### config.mk
export PLATFORM = sky130hd
export DESIGN_NAME = spi_slave
export DESIGN_NICKNAME = d
export VERILOG_FILES = /design/src/rtl/spi_slave.sv
export SDC_FILE = /design/constraint.sdc
export NUM_CORES = 1
export LEC_CHECK = 0
export CORE_MARGIN = 2
export CORE_UTILIZATION = 58
export CTS_CLUSTER_DIAMETER = 100
export DETAILED_ROUTE_END_ITERATION = 8
export PLACE_DENSITY = 0.83
export SYNTH_ARGS = -nofsm -noshare
export SYNTH_HDL_FRONTEND = slang
export SYNTH_SLANG_ARGS = --single-unit
### constraint.sdc
create_clock -name i_clk -period 4.35 [get_ports i_clk]
set_input_delay 1.0875 -clock i_clk [delete_from_list [all_inputs] [get_ports i_clk]]
set_output_delay 1.0875 -clock i_clk [all_outputs]
set_load 0.1 [all_outputs]
### src/rtl/spi_slave.sv
`timescale 1ns/1ps
// spi_slave: SPI mode-0 (CPOL=0, CPHA=0) responder, MSB first.
// sck/ss_n/mosi are oversampled in the clk domain; TX bytes enter through a
// one-entry valid/ready buffer, RX bytes leave as a one-cycle strobe.
// Optional build macro: SPI_SLAVE_MISO_TRISTATE_EN (miso floats while deselected).
module spi_slave #(
  parameter int unsigned       DATA_W      = 8,
  parameter int unsigned       SYNC_STAGES = 2,
  parameter logic [DATA_W-1:0] DEFAULT_TX  = 8'h00
) (
  input  logic              i_clk,
  input  logic              i_rst_n,
  input  logic              i_sck,
  input  logic              i_ss_n,
  input  logic              i_mosi,
  output logic              o_miso,
  input  logic [DATA_W-1:0] i_tx_data,
  input  logic              i_tx_valid,
  output logic              o_tx_ready,
  output logic              o_tx_underrun,
  output logic [DATA_W-1:0] o_rx_data,
  output logic              o_rx_valid,
  output logic              o_busy
);

  localparam int unsigned CNT_W = $clog2(DATA_W + 1);

  typedef enum logic [1:0] {
    ST_IDLE  = 2'd0,
    ST_LOAD  = 2'd1,
    ST_SHIFT = 2'd2
  } state_t;

  // Synchronizers and edge-detect history
  logic [SYNC_STAGES-1:0] r_sck_sync;
  logic [SYNC_STAGES-1:0] r_ss_sync;
  logic [SYNC_STAGES-1:0] r_mosi_sync;
  logic                   r_sck_hist;
  logic                   r_ss_hist;

  logic w_sck_s;
  logic w_ss_s;
  logic w_mosi_s;
  logic w_sck_rise;
  logic w_sck_fall;
  logic w_ss_fall;

  // FSM and datapath
  state_t             r_state;
  state_t             w_state_nxt;
  logic [CNT_W-1:0]   r_bit_cnt;
  logic [DATA_W-1:0]  r_rx_shift;
  logic [DATA_W-1:0]  r_tx_shift;
  logic [DATA_W-1:0]  r_tx_buf;
  logic               r_tx_ready;
  logic               r_tx_underrun;
  logic [DATA_W-1:0]  r_rx_data;
  logic               r_rx_valid;
  logic               r_busy;
  logic               r_miso;

  logic w_load;
  logic w_shift_rise;
  logic w_shift_fall;

  assign w_sck_s    = r_sck_sync[SYNC_STAGES-1];
  assign w_ss_s     = r_ss_sync[SYNC_STAGES-1];
  assign w_mosi_s   = r_mosi_sync[SYNC_STAGES-1];
  assign w_sck_rise = w_sck_s & ~r_sck_hist;
  assign w_sck_fall = ~w_sck_s & r_sck_hist;
  assign w_ss_fall  = ~w_ss_s & r_ss_hist;

  // Bring the asynchronous pins into the clk domain; ss_n idles deasserted.
  always_ff @(posedge i_clk or negedge i_rst_n) begin
    if (!i_rst_n) begin
      r_sck_sync  <= '0;
      r_ss_sync   <= '1;
      r_mosi_sync <= '0;
      r_sck_hist  <= 1'b0;
      r_ss_hist   <= 1'b1;
    end else begin
      r_sck_sync  <= {r_sck_sync[SYNC_STAGES-2:0], i_sck};
      r_ss_sync   <= {r_ss_sync[SYNC_STAGES-2:0], i_ss_n};
      r_mosi_sync <= {r_mosi_sync[SYNC_STAGES-2:0], i_mosi};
      r_sck_hist  <= w_sck_s;
      r_ss_hist   <= w_ss_s;
    end
  end

  // Next-state logic; a deasserted ss_n returns to IDLE from anywhere.
  always_comb begin
    w_state_nxt = r_state;
    case (r_state)
      ST_IDLE: begin
        if (w_ss_fall) begin
          w_state_nxt = ST_LOAD;
        end else begin
          w_state_nxt = ST_IDLE;
        end
      end
      ST_LOAD:  w_state_nxt = ST_SHIFT;
      ST_SHIFT: w_state_nxt = ST_SHIFT;
      default:  w_state_nxt = ST_IDLE;
    endcase
    if (w_ss_s) begin
      w_state_nxt = ST_IDLE;
    end else begin
      w_state_nxt = w_state_nxt;
    end
  end

  // Datapath strobes. Abort outranks a coincident sck edge, so a master that
  // drops sck and raises ss_n together ends the frame without a spare load.
  always_comb begin
    w_load       = 1'b0;
    w_shift_rise = 1'b0;
    w_shift_fall = 1'b0;
    if (w_ss_s) begin
      w_load = 1'b0;
    end else if (r_state == ST_LOAD) begin
      w_load = 1'b1;
    end else if (r_state == ST_SHIFT) begin
      if (w_sck_rise) begin
        w_shift_rise = 1'b1;
      end else if (w_sck_fall) begin
        if (r_bit_cnt == CNT_W'(DATA_W)) begin
          w_load = 1'b1;
        end else begin
          w_shift_fall = 1'b1;
        end
      end else begin
        w_shift_rise = 1'b0;
      end
    end else begin
      w_load = 1'b0;
    end
  end

  // State register with registered busy flag.
  always_ff @(posedge i_clk or negedge i_rst_n) begin
    if (!i_rst_n) begin
      r_state <= ST_IDLE;
      r_busy  <= 1'b0;
    end else begin
      r_state <= w_state_nxt;
      r_busy  <= (w_state_nxt != ST_IDLE);
    end
  end

  // Shift registers, bit counter, miso and RX strobe.
  always_ff @(posedge i_clk or negedge i_rst_n) begin
    if (!i_rst_n) begin
      r_bit_cnt     <= '0;
      r_rx_shift    <= '0;
      r_tx_shift    <= '0;
      r_miso        <= 1'b0;
      r_rx_data     <= '0;
      r_rx_valid    <= 1'b0;
      r_tx_underrun <= 1'b0;
    end else begin
      r_rx_valid    <= 1'b0;
      r_tx_underrun <= 1'b0;
      if (w_state_nxt == ST_IDLE) begin
        // idle or aborting: partial RX and the in-flight TX byte are dropped
        r_bit_cnt  <= '0;
        r_rx_shift <= '0;
        r_tx_shift <= '0;
        r_miso     <= 1'b0;
      end else if (w_load) begin
        r_bit_cnt <= '0;
        if (!r_tx_ready) begin
          r_tx_shift <= r_tx_buf;
          r_miso     <= r_tx_buf[DATA_W-1];
        end else begin
          r_tx_shift    <= DEFAULT_TX;
          r_miso        <= DEFAULT_TX[DATA_W-1];
          r_tx_underrun <= 1'b1;
        end
      end else if (w_shift_fall) begin
        r_tx_shift <= {r_tx_shift[DATA_W-2:0], 1'b0};
        r_miso     <= r_tx_shift[DATA_W-2];
      end else if (w_shift_rise) begin
        r_rx_shift <= {r_rx_shift[DATA_W-2:0], w_mosi_s};
        r_bit_cnt  <= r_bit_cnt + CNT_W'(1);
        if (r_bit_cnt == CNT_W'(DATA_W - 1)) begin
          r_rx_data  <= {r_rx_shift[DATA_W-2:0], w_mosi_s};
          r_rx_valid <= 1'b1;
        end else begin
          r_rx_valid <= 1'b0;
        end
      end else begin
        r_bit_cnt <= r_bit_cnt;
      end
    end
  end

  // One-entry TX buffer. A load sees the pre-cycle fill state, so a byte
  // offered during a load from an empty buffer is kept for the next load.
  always_ff @(posedge i_clk or negedge i_rst_n) begin
    if (!i_rst_n) begin
      r_tx_buf   <= '0;
      r_tx_ready <= 1'b1;
    end else begin
      if (w_load && !r_tx_ready) begin
        r_tx_ready <= 1'b1;
      end else if (i_tx_valid && r_tx_ready) begin
        r_tx_buf   <= i_tx_data;
        r_tx_ready <= 1'b0;
      end else begin
        r_tx_ready <= r_tx_ready;
      end
    end
  end

  assign o_tx_ready    = r_tx_ready;
  assign o_tx_underrun = r_tx_underrun;
  assign o_rx_data     = r_rx_data;
  assign o_rx_valid    = r_rx_valid;
  assign o_busy        = r_busy;

`ifdef SPI_SLAVE_MISO_TRISTATE_EN
  assign o_miso = (w_ss_s || (r_state == ST_IDLE)) ? 1'bz : r_miso;
`else
  assign o_miso = r_miso;
`endif

endmodule

==> flow_summary.toml <==
[synthesis]
synth_area_leaders = "dfrtp_1 (55%), mux2_2 (8.8%), mux2i_1 (7.3%)"
synth_top_cell_area_share_pct = 55.0
synth.largest_area_cell = "dfrtp_1"
synthTopCellsByCount = "dfrtp_1 (45), mux2_2 (16), mux2i_1 (15), nor2_1 (14)"
synth_edf_count = 0
netlist_area_um2 = 2050
synth-seq-cells = 49
syn-instance-count = 156
synth.avg_cell_area_um2 = 13.1
seq_area_frac_synth_pct = 60.1
synth-async-reset-ratio_pct = 100
ys_types = 29
synth_warnings = 0
synth_ff_type = "dfrtp_1"
synth_fp_nets = 175
yosysMostFrequentCell = "dfrtp_1"

[worst_setup_path]
arrival_ps = 2210
crit_end = "o_tx_ready"
critical_path_cell_count = 1
cp_top_family = "buffers and inverters"
crit_required_ps = 3260
crit_path_cell_trace = "clkdlybuf4s50_1"
r2r_end = "o_rx_data[7]"
crit_fanout = 12
worst-path-buf-inv = 1
crit_type = "reg2out"
reg2reg_from = "r_state[0]"
slowest_stage = "clkdlybuf4s50_1"
slowest_delay_ps = 1180
startpoint_type = "register"
r2r_cells = 6
rrSetupSlack_ps = 2290
cp-end-kind = "output pin"
startpoint = "o_tx_ready"

[pwr]
total_power_mw = 0.956
power_density_nw_per_um2 = 399
p_leak_nw = 1.09
max-vdd-ir-drop_mv = 0.286

[timing]
setup-violations-final = 0
min_period_ps = 3300
worst_clock_skew_ps = 12.4
worst_pin_slew_ps = 1030
relSlewSlack_pct = 31.2
tns_ps = 0
finalHoldViolCount = 0
fmax_mhz = 303
final_max_slew_viol_count = 0
fin_crit_sh_pct = 75.8
rsz0062_at_grt = "no"
finalWorstSetupSlack_ps = 1050

[flow_run]
drv_cap = 0

[grt]
gr-total-overflow = 0
grt_pass1_vias = 1349
antenna_found_initial = 0
grt_util_all_layers_pct = 18.8
grt_pass1_wl_um = 6000
grt_max_degree = 50

[detailed_routing]
dr.pass1.iters = 4
avgRoutedWirePerCell_um = 14.3
drc_errors = 0
ant_nets = 0
vias = 1198
drt-total-wl_um = 3310
drtIter0Drc = 64
drt-vias-per-instance = 5.16

[finish]
drive_gt1_share_pct = 19.4
antennaDiodeCount = 0
seq_area_um2 = 1230
multi_input_area_um2 = 761
n_fill_cell = 266
areaGrowthSynthToFinish_pct = 17.1
num-nets-final = 204

[floorplan]
dieArea_um2 = 4020
rows = 21
design.core.area_um2 = 3360
start_util_pct = 60.9
boundaryPins = 27
die_h_um = 63.4
die_w_um = 63.4

[clock_network]
worstSkewPairLatency_ps = 360
ctsHoldBuffers = 0
cts_tree = "built"
clock_sinks = 49
cts_buffers = 5
cts.repair.resized = 0
post_cts_buffers = 0
cts_max_level = 2
clk_pin_slew_ps = 140
clock_path_buffers = 2
cts_root_buffer = "clkbuf_4"

[placement]
dp_slack_ps = 1460
portBuffers = 26
routabilityCongestion = 0.741
hpwl_um = 2430

[min_path]
hp-class = "reg2reg"
min_from = "r_ss_sync[0]"

[outcome]
status = "finished clean"
[layout make-up]
type                       count  area share [%]
sequential                    49            51.4
multi-input combinational     94            31.7
timing repair buffer          27            11.0
tap                           46            2.40
clock buffer                   5            1.57
inverter                       8            1.25
clock inverter                 3           0.731
[per-stage QoR]
stage	hold slack (ps)	util [%]	cell area, um2	instances
floorplan	331	-	2050	156
finish	366	71.3	2400	232
detailed placement	344	69.6	2340	224
global route	370	71.3	2400	232
global placement	336	69.6	2340	224
CTS	367	71.3	2400	232
[how the worst min path moves through the flow]
stage	endpoint	slack (ps)	cells after the start
final	r_ss_sync[1]	370	0
after global routing	r_ss_sync[1]	370	0
after CTS	r_ss_sync[1]	370	0
after detailed placement	r_mosi_sync[1]	340	0
after global placement	r_mosi_sync[1]	340	0
after floorplan	r_mosi_sync[1]	330	0
[flip-flops by register name, summed over array words and instances (netlist names), 2 cells and up]
| name | flops |
|---|---|
| r_mosi_sync | 2 |
| r_ss_sync | 2 |
| r_sck_sync | 2 |
| r_rx_shift | 7 |
| r_bit_cnt | 4 |
| o_rx_data | 8 |
| r_state | 2 |
| r_tx_buf | 8 |
| r_tx_shift | 7 |
[report_power, final]
part	switching, mW	leakage [nW]	internal (mW)
Sequential	0.0367	0.639	0.511
Clock	0.139	0.0310	0.0612
Combinational	0.115	0.424	0.0935
Total	0.291	1.09	0.665
[cell families (layout without fill, tap and decap cells)]
| family | after synthesis | count (layout) | share of synthesized area (%) |
|---|---|---|---|
| adder cells (fa/ha/maj) | 5 | 5 | 3.06 |
| multiplexers | 31 | 31 | 16.1 |
| flip-flops | 49 | 49 | 60.1 |
| XOR/XNOR | 3 | 3 | 1.28 |
| AND/OR/NAND/NOR | 43 | 43 | 13.2 |
| AO/OA/AOI/OAI | 12 | 12 | 3.48 |
| buffers and inverters | 13 | 43 | 2.69 |
[layer usage]
layer | track usage [%] | wire, um | vias to the layer above
met1 | 24.4 | 1560 | 595
met5 | 0 | 0 | -
met3 | 3.57 | 104 | 2
met2 | 32.9 | 1620 | 18
met4 | 4.08 | 22 | 0
li1 | - | - | 583
[cells in the final DEF, fill, tap and decap left out, types with 2 or more instances in the layout]
cell type,count
nor2_1,14
inv_1,8
dfstp_2,4
clkbuf_4,5
ha_1,5
clkdlybuf4s50_1,25
mux2_2,16
dfrtp_1,45
mux2i_1,15
nor2b_1,9
clkinv_2,2
xnor2_1,3
nand2_1,9
o21ai_0,8
Note: power is estimated with default switching activity, not from simulation.
